### config.mk
export PLATFORM = sky130hd
export DESIGN_NAME = wm_phase_timer
export DESIGN_NICKNAME = d
export VERILOG_FILES = /design/src/rtl/wm_pkg.sv /design/src/rtl/wm_tick_gen.sv /design/src/rtl/wm_phase_timer.sv
export SDC_FILE = /design/constraint.sdc
export NUM_CORES = 1
export LEC_CHECK = 0
export CORE_ASPECT_RATIO = 0.9
export CORE_MARGIN = 2
export CORE_UTILIZATION = 40
export DETAILED_ROUTE_END_ITERATION = 16
export GPL_TIMING_DRIVEN = 0
export SETUP_SLACK_MARGIN = 0.5
export SLEW_MARGIN = 0
export SYNTH_ARGS = -nofsm -noshare
export SYNTH_HDL_FRONTEND = slang
export SYNTH_SLANG_ARGS = --single-unit
### constraint.sdc
create_clock -name clk -period 6.3 [get_ports clk]
set_input_delay 1.26 -clock clk [delete_from_list [all_inputs] [get_ports clk]]
set_output_delay 1.26 -clock clk [all_outputs]
set_load 0.05 [all_outputs]
### src/rtl/wm_pkg.sv
// wm_pkg: phase-timer state encoding and default timing constants shared with the wash FSM
package wm_pkg;
  typedef enum logic [1:0] {IDLE, RUN, PAUSED, EXPIRED} wm_state_t;
  localparam int WM_TICK_DIV  = 50_000_000;
  localparam int WM_CYCLE_SEC = 600;
  localparam int WM_SPIN_SEC  = 300;
endpackage

### src/rtl/wm_tick_gen.sv
// wm_tick_gen: one-second prescaler that emits a single-cycle tick on its last count
module wm_tick_gen #(
  parameter int TICK_DIV = 4
) (
  input  logic clk,
  input  logic rst,
  input  logic en,
  input  logic clr,
  output logic tick
);
  localparam int PW = $clog2(TICK_DIV);
  logic [PW-1:0] cnt;
  assign tick = en && cnt == PW'(TICK_DIV - 1);
  // clear wins over counting; the count wraps to 0 on the tick
  always_ff @(posedge clk) begin
    if (!rst || clr) cnt <= '0;
    else if (en) cnt <= tick ? '0 : cnt + PW'(1);
  end
endmodule

### src/rtl/wm_phase_timer.sv
// wm_phase_timer: times wash/spin motor runs and holds the time-out until motor release; pause support under WM_TIMER_PAUSE_EN
module wm_phase_timer
  import wm_pkg::*;
#(
  parameter int TICK_DIV  = WM_TICK_DIV,
  parameter int CNT_W     = 12,
  parameter int CYCLE_SEC = WM_CYCLE_SEC,
  parameter int SPIN_SEC  = WM_SPIN_SEC
) (
  input  logic             clk,
  input  logic             rst,
  input  logic             motor_on,
  input  logic             spin_mode,
  input  logic             pause,
  output logic             cycle_time_out,
  output logic             spin_time_out,
  output logic             busy,
  output logic [CNT_W-1:0] remaining
);
  localparam logic [CNT_W-1:0] CYCLE_N = CNT_W'(CYCLE_SEC);
  localparam logic [CNT_W-1:0] SPIN_N  = CNT_W'(SPIN_SEC);
  wm_state_t state;
  logic mode, tick, hold, active;
`ifdef WM_TIMER_PAUSE_EN
  assign hold = pause;
`else
  logic unused_pause;
  assign unused_pause = pause;
  assign hold = 1'b0;
`endif
  assign active = state == RUN || state == PAUSED;
  wm_tick_gen #(.TICK_DIV(TICK_DIV)) u_tick (
    .clk (clk),
    .rst (rst),
    .en  (!hold),
    .clr (!(active && motor_on)),
    .tick(tick)
  );
  // run-phase FSM with the seconds counter and registered handshakes
  always_ff @(posedge clk) begin
    if (!rst) begin
      state          <= IDLE;
      mode           <= 1'b0;
      busy           <= 1'b0;
      remaining      <= '0;
      cycle_time_out <= 1'b0;
      spin_time_out  <= 1'b0;
    end else begin
      case (state)
        IDLE: if (motor_on) begin
          state     <= RUN;
          mode      <= spin_mode;
          busy      <= 1'b1;
          remaining <= spin_mode ? SPIN_N : CYCLE_N;
        end
        RUN, PAUSED: begin
          if (!motor_on) begin
            state     <= IDLE;
            busy      <= 1'b0;
            remaining <= '0;
          end else if (tick) begin
            remaining <= remaining <= CNT_W'(1) ? '0 : remaining - CNT_W'(1);
            if (remaining <= CNT_W'(1)) begin
              state          <= EXPIRED;
              busy           <= 1'b0;
              cycle_time_out <= !mode;
              spin_time_out  <= mode;
            end else state <= RUN;
          end else state <= hold ? PAUSED : RUN;
        end
        EXPIRED: if (!motor_on) begin
          state          <= IDLE;
          cycle_time_out <= 1'b0;
          spin_time_out  <= 1'b0;
        end
        default: state <= IDLE;
      endcase
    end
  end
endmodule

======== After elaboration in Yosys (flattened, before gate mapping) ========
Cells that the tools add are included.
storage, ports and cells
  register bits after elaboration ......... 44
  bits of input ports ..................... 5
  output and inout bits ................... 15
  word-level logic and storage cells ...... 63
operators by class
  $add $sub $neg .......................... 2
  order comparisons ....................... 1
  eq/ne operators ......................... 11
  multiplexer cells ....................... 26
  reduce and logical (&&, ||, !) cells .... 16
operators with widths
  operator                                              count
  two-way mux 12 bit                                    4
  adder 26 x 1 -> 26 bit, second input constant         1
  == test 26 bit, second input constant                 1
  one-hot mux 12 bit (2 select lines)                   1
  <= comparator 12 x 1 -> 1 bit, second input constant  1
  subtractor 12 x 1 -> 12 bit, second input constant    1
  two-way mux 1 bit                                     11
  two-way mux 10 bit                                    1
  two-way mux 2 bit                                     5
  != test 2 bit, second input constant                  4
  one-hot mux 1 bit (2 select lines)                    3
  one-hot mux 2 bit (3 select lines)                    1
  AND reduction 5 bit                                   1
  == test 2 bit, second input constant                  2
  AND reduction 2 bit                                   2
  AND reduction 4 bit                                   1
  nonzero test 2 bit                                    2
  OR reduction 2 bit                                    2
  logical NOT 1 bit                                     3
  != test 3 x 2 -> 1 bit, second input constant         1
  != test 3 bit, second input constant                  1
  AND reduction 3 bit                                   1
  == test 2 x 1 -> 1 bit, second input constant         1
  logical NOT 2 bit                                     1
  other kinds (3)                                       4

======== Longest topological paths before layout ========
Gate-level depths: netlist of the first run.
  word-level depth ........................ 6
  mapped depth ............................ 8
  depth with buffers taken out ............ 7

======== Cells and area by module ========
Synthesis of the first run repeated with hierarchy kept, for this count alone.
unflattened totals
  cells, all modules ...................... 296
  area, all modules ....................... 2429.8 um^2
modules (own cells, without submodules)
  module          instances  cells an instance  area an instance (um^2)  sequential area each (um^2)
  wm_tick_gen     1          160                1336.3                   520.5
  wm_phase_timer  1          136                1093.5                   360.3

======== Least setup slack after synthesis of the first run ========
OpenSTA, ideal clock, no wires.
  path kind ............................... input -> register
  start ................................... in motor_on
  end ..................................... reg remaining[6]
  setup time .............................. 0.116 ns
  arrival ................................. 2.499 ns
  required time ........................... 6.184 ns
  path slack .............................. 3.685 ns
  cell stages on the path ................. 7
  path buffers ............................ 3
  cells stage by stage .................... clkbuf_1 and2_1 clkbuf_1 o21a_1 buf_2 nor2_1 a31o_2
on the way
  longest elaborated chain between the ends .. 2
  elaborated cells on any way between the ends .. 5
  those cells by class .................... eq/ne: 2; mux: 2; reduce/logical: 1
RTL lines
  item                                                                                         line                  RTL
  start, declared                                                                              wm_phase_timer.sv:12  input logic motor_on,
  != test 3 x 2 -> 1 bit (no line), or another cell as far along                               --
  AND reduction 3 bit (no line) / one-hot mux 12 bit (2 select lines) (equally long branches)  --
  end signal, assigned                                                                         wm_phase_timer.sv:54  remaining <= spin_mode ? SPIN_N : CYCLE_N;
  end signal, assigned                                                                         wm_phase_timer.sv:62  remaining <= remaining <= CNT_W'(1) ? '0 : remaining - CNT_W'(1);
  end, declared                                                                                wm_phase_timer.sv:18  output logic [CNT_W-1:0] remaining
Several ways; a longest one is shown, not always the timed one.
A chain may end at the register's enable or synchronous reset.

======== Final worst setup path of the first run ========
  start ................................... reg remaining[7]
  end ..................................... out remaining[7]
No word-level cell between the ends.

==> reports/metrics.yaml, run 1 <==
floorplan:
  core_um2: 5660
  dieArea_um2: 6470
  chipHeight_um: 76.5
  rows: 26
  start_util_pct: 41.3
  die_x_um: 84.6
  ios: 20
layout:
  post_layout_nonfiller_instances: 380
  postLayoutCoreUtil_pct: 47.6
  layout.nets: 320
  antenna_cells: 0
  drive_above_1_share_pct: 5.48
  syn2layout_area_growth_pct: 15.1
cts:
  clock_sinks: 44
  cts.clk_slew.worst_paths_ps: 90
  numCtsBuffers: 5
  clock_path_buffers: 2
  clock_latency_ps: 290
  cts_tree: "built"
  hold_buffers: 0
  cts_resized: 0
  cts_root_buf: "clkbuf_8"
  postCtsSetupBuffers: 0
  htreeDepth: 2
global_route:
  grt_busiest_layer: "met1"
  grt_pass1_vias: 2008
  gr-usage-met2_pct: 25.9
  grt_pass1_wl_um: 9630
  grt_usage_pct: 17.9
  grt_max_degree: 13
  grt_overflow_total: 0
  met3_usage_pct: 3.58
  use_met1_pct: 27.2
  grt_antenna_before_repair: 0
synthesis:
  syn_nets: 296
  synth.ff_latch_count: 44
  synth.distinct_cells: 50
  synth.avg_cell_area_um2: 8.18
  synth_flop_cell: "dfxtp_1"
  synthCells: 286
  async_flop_share_pct: 0
  synth_warnings: 0
  synth_edf_count: 0
  synth-seq-area-share_pct: 37.7
  syn_area_um2: 2340
run_status:
  status: "completed"
sta:
  min_period_ps: 2900
  max_clock_freq_mhz: 345
  hold_viol_final: 0
  maxSlewViolCount: 0
  final.setup.tns_ps: 0
  period_share_pct: 46.0
  finClkSkew_ps: 8.04
  worst_pin_slew_ps: 723
  maxSlewHeadroom_pct: 51.6
  setup_viol: 0
  rsz0062_at_grt: "no"
worst_setup_path:
  cp-start-kind: "flop"
  critPathSlowestCell: "clkdlybuf4s50_1"
  crit_path_end_kind: "output port"
  path_max_fanout: 8
  path_delay_family: "buffers and inverters"
  critPathMaxStageDelay_ps: 860
  worst-path-buf-inv: 1
  worst_ep_arrival_time_ps: 1640
  cp.required_ps: 5040
  worst-setup-path-type: "flop to output port"
  crit_chain: "clkdlybuf4s50_1"
power:
  ir_drop_mv: 0.112
  p_leak_nw: 0.858
  power-per-cell-area_nw_per_um2: 224
route:
  finalWirelength_um: 5560
  first_iter_violations: 152
  via_per_inst: 5.59
  drc: 0
  firstDrtPassIters: 4
  ant_nets: 0
  wl_per_cell_um: 14.6
  vias: 2124
flow_run:
  max-cap-violations: 0
worst_hold_path:
  min_path_type: "flop to flop"
placement:
  gp_congestion: 0.866
  io_buffers: 17
  place_inst: 373
  place_hpwl_um: 4010
==> layout by cell type, fill, tap and decap left out, drive strengths merged, types with 4 or more instances in the layout <==
cell type      Yosys  layout
a211oi             6       6
a21oi             13      13
and4               6       6
clkbuf            11      18
clkdlybuf4s50      0      17
dfxtp             44      44
ha                 5       5
inv               10      10
nand2             19      19
nand3             13      13
nand4              8       8
nor2              45      45
nor3              18      18
nor4               4       4
o21ai              6       6
o31ai              5       5
or3                5       5
or4                6       6
xnor2             16      16
xor2               8       8
==> registers in the layout, summed over array words and instances (netlist names) <==
name / cells
u_tick.cnt: 26
busy: 1
cycle_time_out: 1
spin_time_out: 1
remaining: 12
mode: 1
state: 2
==> routing by layer <==
layer,part of all wire [%],vias to the layer above
met3,4.1,2
li1,-,1085
met1,54,990
met4,0.49,0
met5,0,-
met2,41,47
==> through the flow <==
stage	hold slack (ps)	worst slack (ps)	power [mW]	cell area (um^2)
finish	470	3400	0.603	2690
global route	491	3350	0.632	2690
CTS	473	3400	0.608	2690
detailed placement	453	3330	0.417	2600
global placement	444	3330	0.418	2600
floorplan	426	3690	0.384	2340
==> cell usage after synthesis, types with 2 or more instances <==
master	count	area (um^2)
a211oi_1	6	45.0
a21oi_1	13	65.1
and3_1	2	12.5
and4_1	6	52.6
buf_2	2	10.0
clkbuf_1	11	41.3
dfxtp_1	44	881
ha_1	5	62.6
inv_1	10	37.5
nand2_1	19	71.3
nand3_1	13	65.1
nand4_1	8	50.1
nor2_1	45	169
nor3_1	18	90.1
nor4_1	3	18.8
nor4b_1	2	17.5
o21ai_0	5	25.0
o311a_1	2	20.0
o311ai_0	2	17.5
o31ai_1	5	37.5
o32ai_1	2	17.5
or2_2	3	18.8
or3_1	5	31.3
or3b_2	2	17.5
or4_1	6	45.0
xnor2_1	16	140
xor2_1	8	70.1
==> logic make-up after synthesis <==
kind of cell,count (synthesis),synth area share (%)
flops,44,37.7
mux,2,0.910
buf+inv,23,3.80
simple gates,141,31.9
fa+ha+maj,5,2.68
xor+xnor,24,8.99
compound gates,47,14.1
==> power breakdown <==
part / leakage, nW / internal, mW / switching (mW) / total [mW]
Sequential: 0.356 / 0.284 / 0.00798 / 0.292
Combinational: 0.451 / 0.0407 / 0.0796 / 0.120
Clock: 0.0503 / 0.0978 / 0.0926 / 0.190
Total: 0.858 / 0.423 / 0.180 / 0.603
==> worst paths after layout <==
| path | start | endpoint | slack, ps | depth (start not counted) |
|---|---|---|---|---|
| min reg2reg | spin_time_out | spin_time_out | 470 | 2 |
| max reg2reg | u_tick.cnt[8] | remaining[5] | 3750 | 7 |
| max | remaining[7] | remaining[7] | 3400 | 1 |
| min | spin_time_out | spin_time_out | 470 | 2 |
==> layout make-up <==
class / count / area, um^2
fillers: 595 / 2970
multi-input cells: 219 / 1370
flip-flops and latches: 44 / 881
repair buffers: 17 / 170
clock buffers: 7 / 96.3
well taps: 70 / 87.6
plain buffers: 13 / 51.3
inverters: 10 / 37.5
Note: power is estimated with default switching activity, not from simulation.
==> run 2, diff against run 1 <==
==> constraint.sdc (replaced) <==
create_clock -name clk -period 2.7 [get_ports clk]
set_input_delay 0.54 -clock clk [delete_from_list [all_inputs] [get_ports clk]]
set_output_delay 0.54 -clock clk [all_outputs]
set_load 0.05 [all_outputs]
==> run 2 against run 1 <==
Effect of this change: clock-buffer cell count fell by 1; clock power rose by 130%; sequential power rose by 130%; routed wire length rose by 5.2%; power rose by 140%; die area did not move; sequential cell count did not move; global-route usage rose by 1.0 points; clock skew fell by 1.1 ps.
==> reports/metrics.yaml, run 2 (synthesis gave the netlist of run 1 again) <==
run_status:
  status: "completed"  # unchanged
worst_setup_path:
  cp_common_cell: "or4_4"
  crit_path_end_kind: "flop"  # was output port
  critPathSlowestCell: "or4_4"  # was clkdlybuf4s50_1
  rrSetupSlack_ps: 340  # was 3750 ps
  path_max_fanout: 4  # was 8
  critPathMaxStageDelay_ps: 510  # was 860 ps
  worst-setup-path-type: "flop to flop"  # was flop to output port
  cp-start-kind: "flop"  # unchanged
  crit_chain: "buf_6 > or4b_4 > or4_4 > o21a_4 > or4_4 > a21oi_2"  # was clkdlybuf4s50_1
  cp.required_ps: 2940  # was 5040 ps
  worst_ep_arrival_time_ps: 2590  # was 1640 ps
floorplan:
  die_x_um: 84.6  # unchanged
  dieArea_um2: 6470  # unchanged
  ios: 20  # unchanged
  core_um2: 5660  # unchanged
  rows: 26  # unchanged
  chipHeight_um: 76.5  # unchanged
  start_util_pct: 41.3  # unchanged
layout:
  final_common_cell: "nor2_1"  # unchanged
  multi_input_area_um2: 1490  # was 1370 um^2
  final_cell_mix: "nor2_1 (43), dfxtp_1 (33), nor3_1 (18)"  # was nor2_1 (45), dfxtp_1 (44), nand2_1 (19)
  syn2layout_area_growth_pct: 24.5  # was 15.1%
  antenna_cells: 0  # unchanged
  largest_reg_flops: 26  # unchanged
  fill_cells: 574  # was 595
  seqCellArea_um2: 900  # was 881 um^2
  largestRegisters: "u_tick.cnt (26), remaining (12), state (2)"  # unchanged
  drive_above_1_share_pct: 19.1  # was 5.48%
  largest-register: "u_tick.cnt"  # unchanged
  post_layout_nonfiller_instances: 389  # was 380
  layout.nets: 328  # was 320
sta:
  final.setup.tns_ps: 0  # unchanged
  rsz0062_at_grt: "yes"  # was no
  setup_ws_ps: 344  # was 3400 ps
  setup_viol: 0  # unchanged
  finClkSkew_ps: 6.94  # was 8.04 ps
  maxSlewViolCount: 0  # unchanged
  worst_pin_slew_ps: 524  # was 723 ps
  max_clock_freq_mhz: 425
  min_period_ps: 2360
  maxSlewHeadroom_pct: 65.1  # was 51.6%
  hold_viol_final: 0  # unchanged
  period_share_pct: 87.2
global_route:
  grt_pass1_vias: 2014  # was 2008
  grt_pass1_wl_um: 10200  # was 9630 um
  grt_overflow_total: 0  # unchanged
  grt_max_degree: 14  # was 13
  grt_antenna_before_repair: 0  # unchanged
  grt_usage_pct: 18.9  # was 17.9%
route:
  first_iter_violations: 200  # was 152
  wl_per_cell_um: 15.0  # was 14.6 um
  firstDrtPassIters: 4  # unchanged
  ant_nets: 0  # unchanged
  via_per_inst: 5.62  # was 5.59
  vias: 2185  # was 2124
  drc: 0  # unchanged
  finalWirelength_um: 5850  # was 5560 um
placement:
  place_hpwl_um: 4010  # about the same
  dp_slack_ps: 214  # was 3330 ps
  io_buffers: 17  # unchanged
  gp_congestion: 0.882  # was 0.866
  place_inst: 373  # unchanged
cts:
  numCtsBuffers: 5  # unchanged
  cts.clk_slew.worst_paths_ps: 90  # about the same
  clock_latency_ps: 300  # was 290 ps
  cts_root_buf: "clkbuf_8"  # unchanged
  clock_sinks: 44  # unchanged
  htreeDepth: 2  # unchanged
  cts_tree: "built"  # unchanged
  clock_path_buffers: 2  # unchanged
power:
  p_leak_nw: 0.930  # was 0.858 nW
  power-per-cell-area_nw_per_um2: 497  # was 224 nW/um^2
  ir_drop_mv: 0.309  # was 0.112 mV
worst_hold_path:
  min_path_type: "flop to flop"  # unchanged
flow_run:
  max-cap-violations: 0  # unchanged
run 2: cell count changes in the layout (fill, tap and decap cells not counted), moves of 3 or more:
cell | previous run | this run
buf_6 | 0 | 3
dfxtp_2 | 0 | 9
dfxtp_1 | 44 | 33
or4_4 | 0 | 3
clkbuf_1 | 11 | 7
clkbuf_2 | 0 | 3
buf_4 | 0 | 7
or4_1 | 6 | 3
run 2: path summary, 6_finish.rpt:
| check | start | end | cells after the start |
|---|---|---|---|
| setup reg to reg | u_tick.cnt[8] | remaining[1] | 6 |
| hold reg to reg | u_tick.cnt[0] | u_tick.cnt[0] | 1 |
| setup / recovery | u_tick.cnt[8] | remaining[1] | 6 |
| hold / removal | u_tick.cnt[0] | u_tick.cnt[0] | 1 |
run 2: layout make-up:
type	count	share of cell area, %
inverter	10	1.29
clock buffer	6	2.84
buffer	13	2.45
sequential	44	30.9
tap	70	3.01
multi-input combinational	219	51.1
timing repair buffer	25	8.04
clock inverter	2	0.344
run 2: repair_timing:
item,4_1_cts,5_1_grt
pin swaps,8,10
endpoints found under the setup margin,15,35
buffers inserted,4,4
hold endpoints to repair,0,0
hold buffers,0,0
gates resized for setup,23,16
run 2: layer usage:
metal  GRT usage [%]  up-vias  share of wire [%]
met5               0        -                  0
met4            6.03        0                1.5
met3            4.12       10                4.4
met2            25.0       45                 41
met1            29.9     1030                 53
li1                -     1100                  -
run 2: per-stage QoR:
step / hold slack [ps] / util, % / instance area, um^2 / total power, mW
finish: 476 / 51.4 / 2910 / 1.45
global route: 495 / 51.4 / 2910 / 1.51
CTS: 477 / 50.0 / 2830 / 1.43
detailed placement: 456 / 46.3 / 2620 / 0.974
global placement: 444 / 46.3 / 2620 / 0.977
floorplan: 426 / - / 2360 / 0.898
run 2: power breakdown:
part           total [mW]  leakage (nW)  switching (mW)  internal (mW)
clock network       0.437        0.0510           0.232          0.205
registers           0.682         0.362          0.0192          0.663
logic               0.329         0.517           0.207          0.122
run 2: worst max-delay path: cells and delay by family (launching register included):
family	cells	cell delay, ps
AND/OR/NAND/NOR	3	1480
AO/OA/AOI/OAI	2	390
buffers and inverters	1	110
flip-flops	1	320
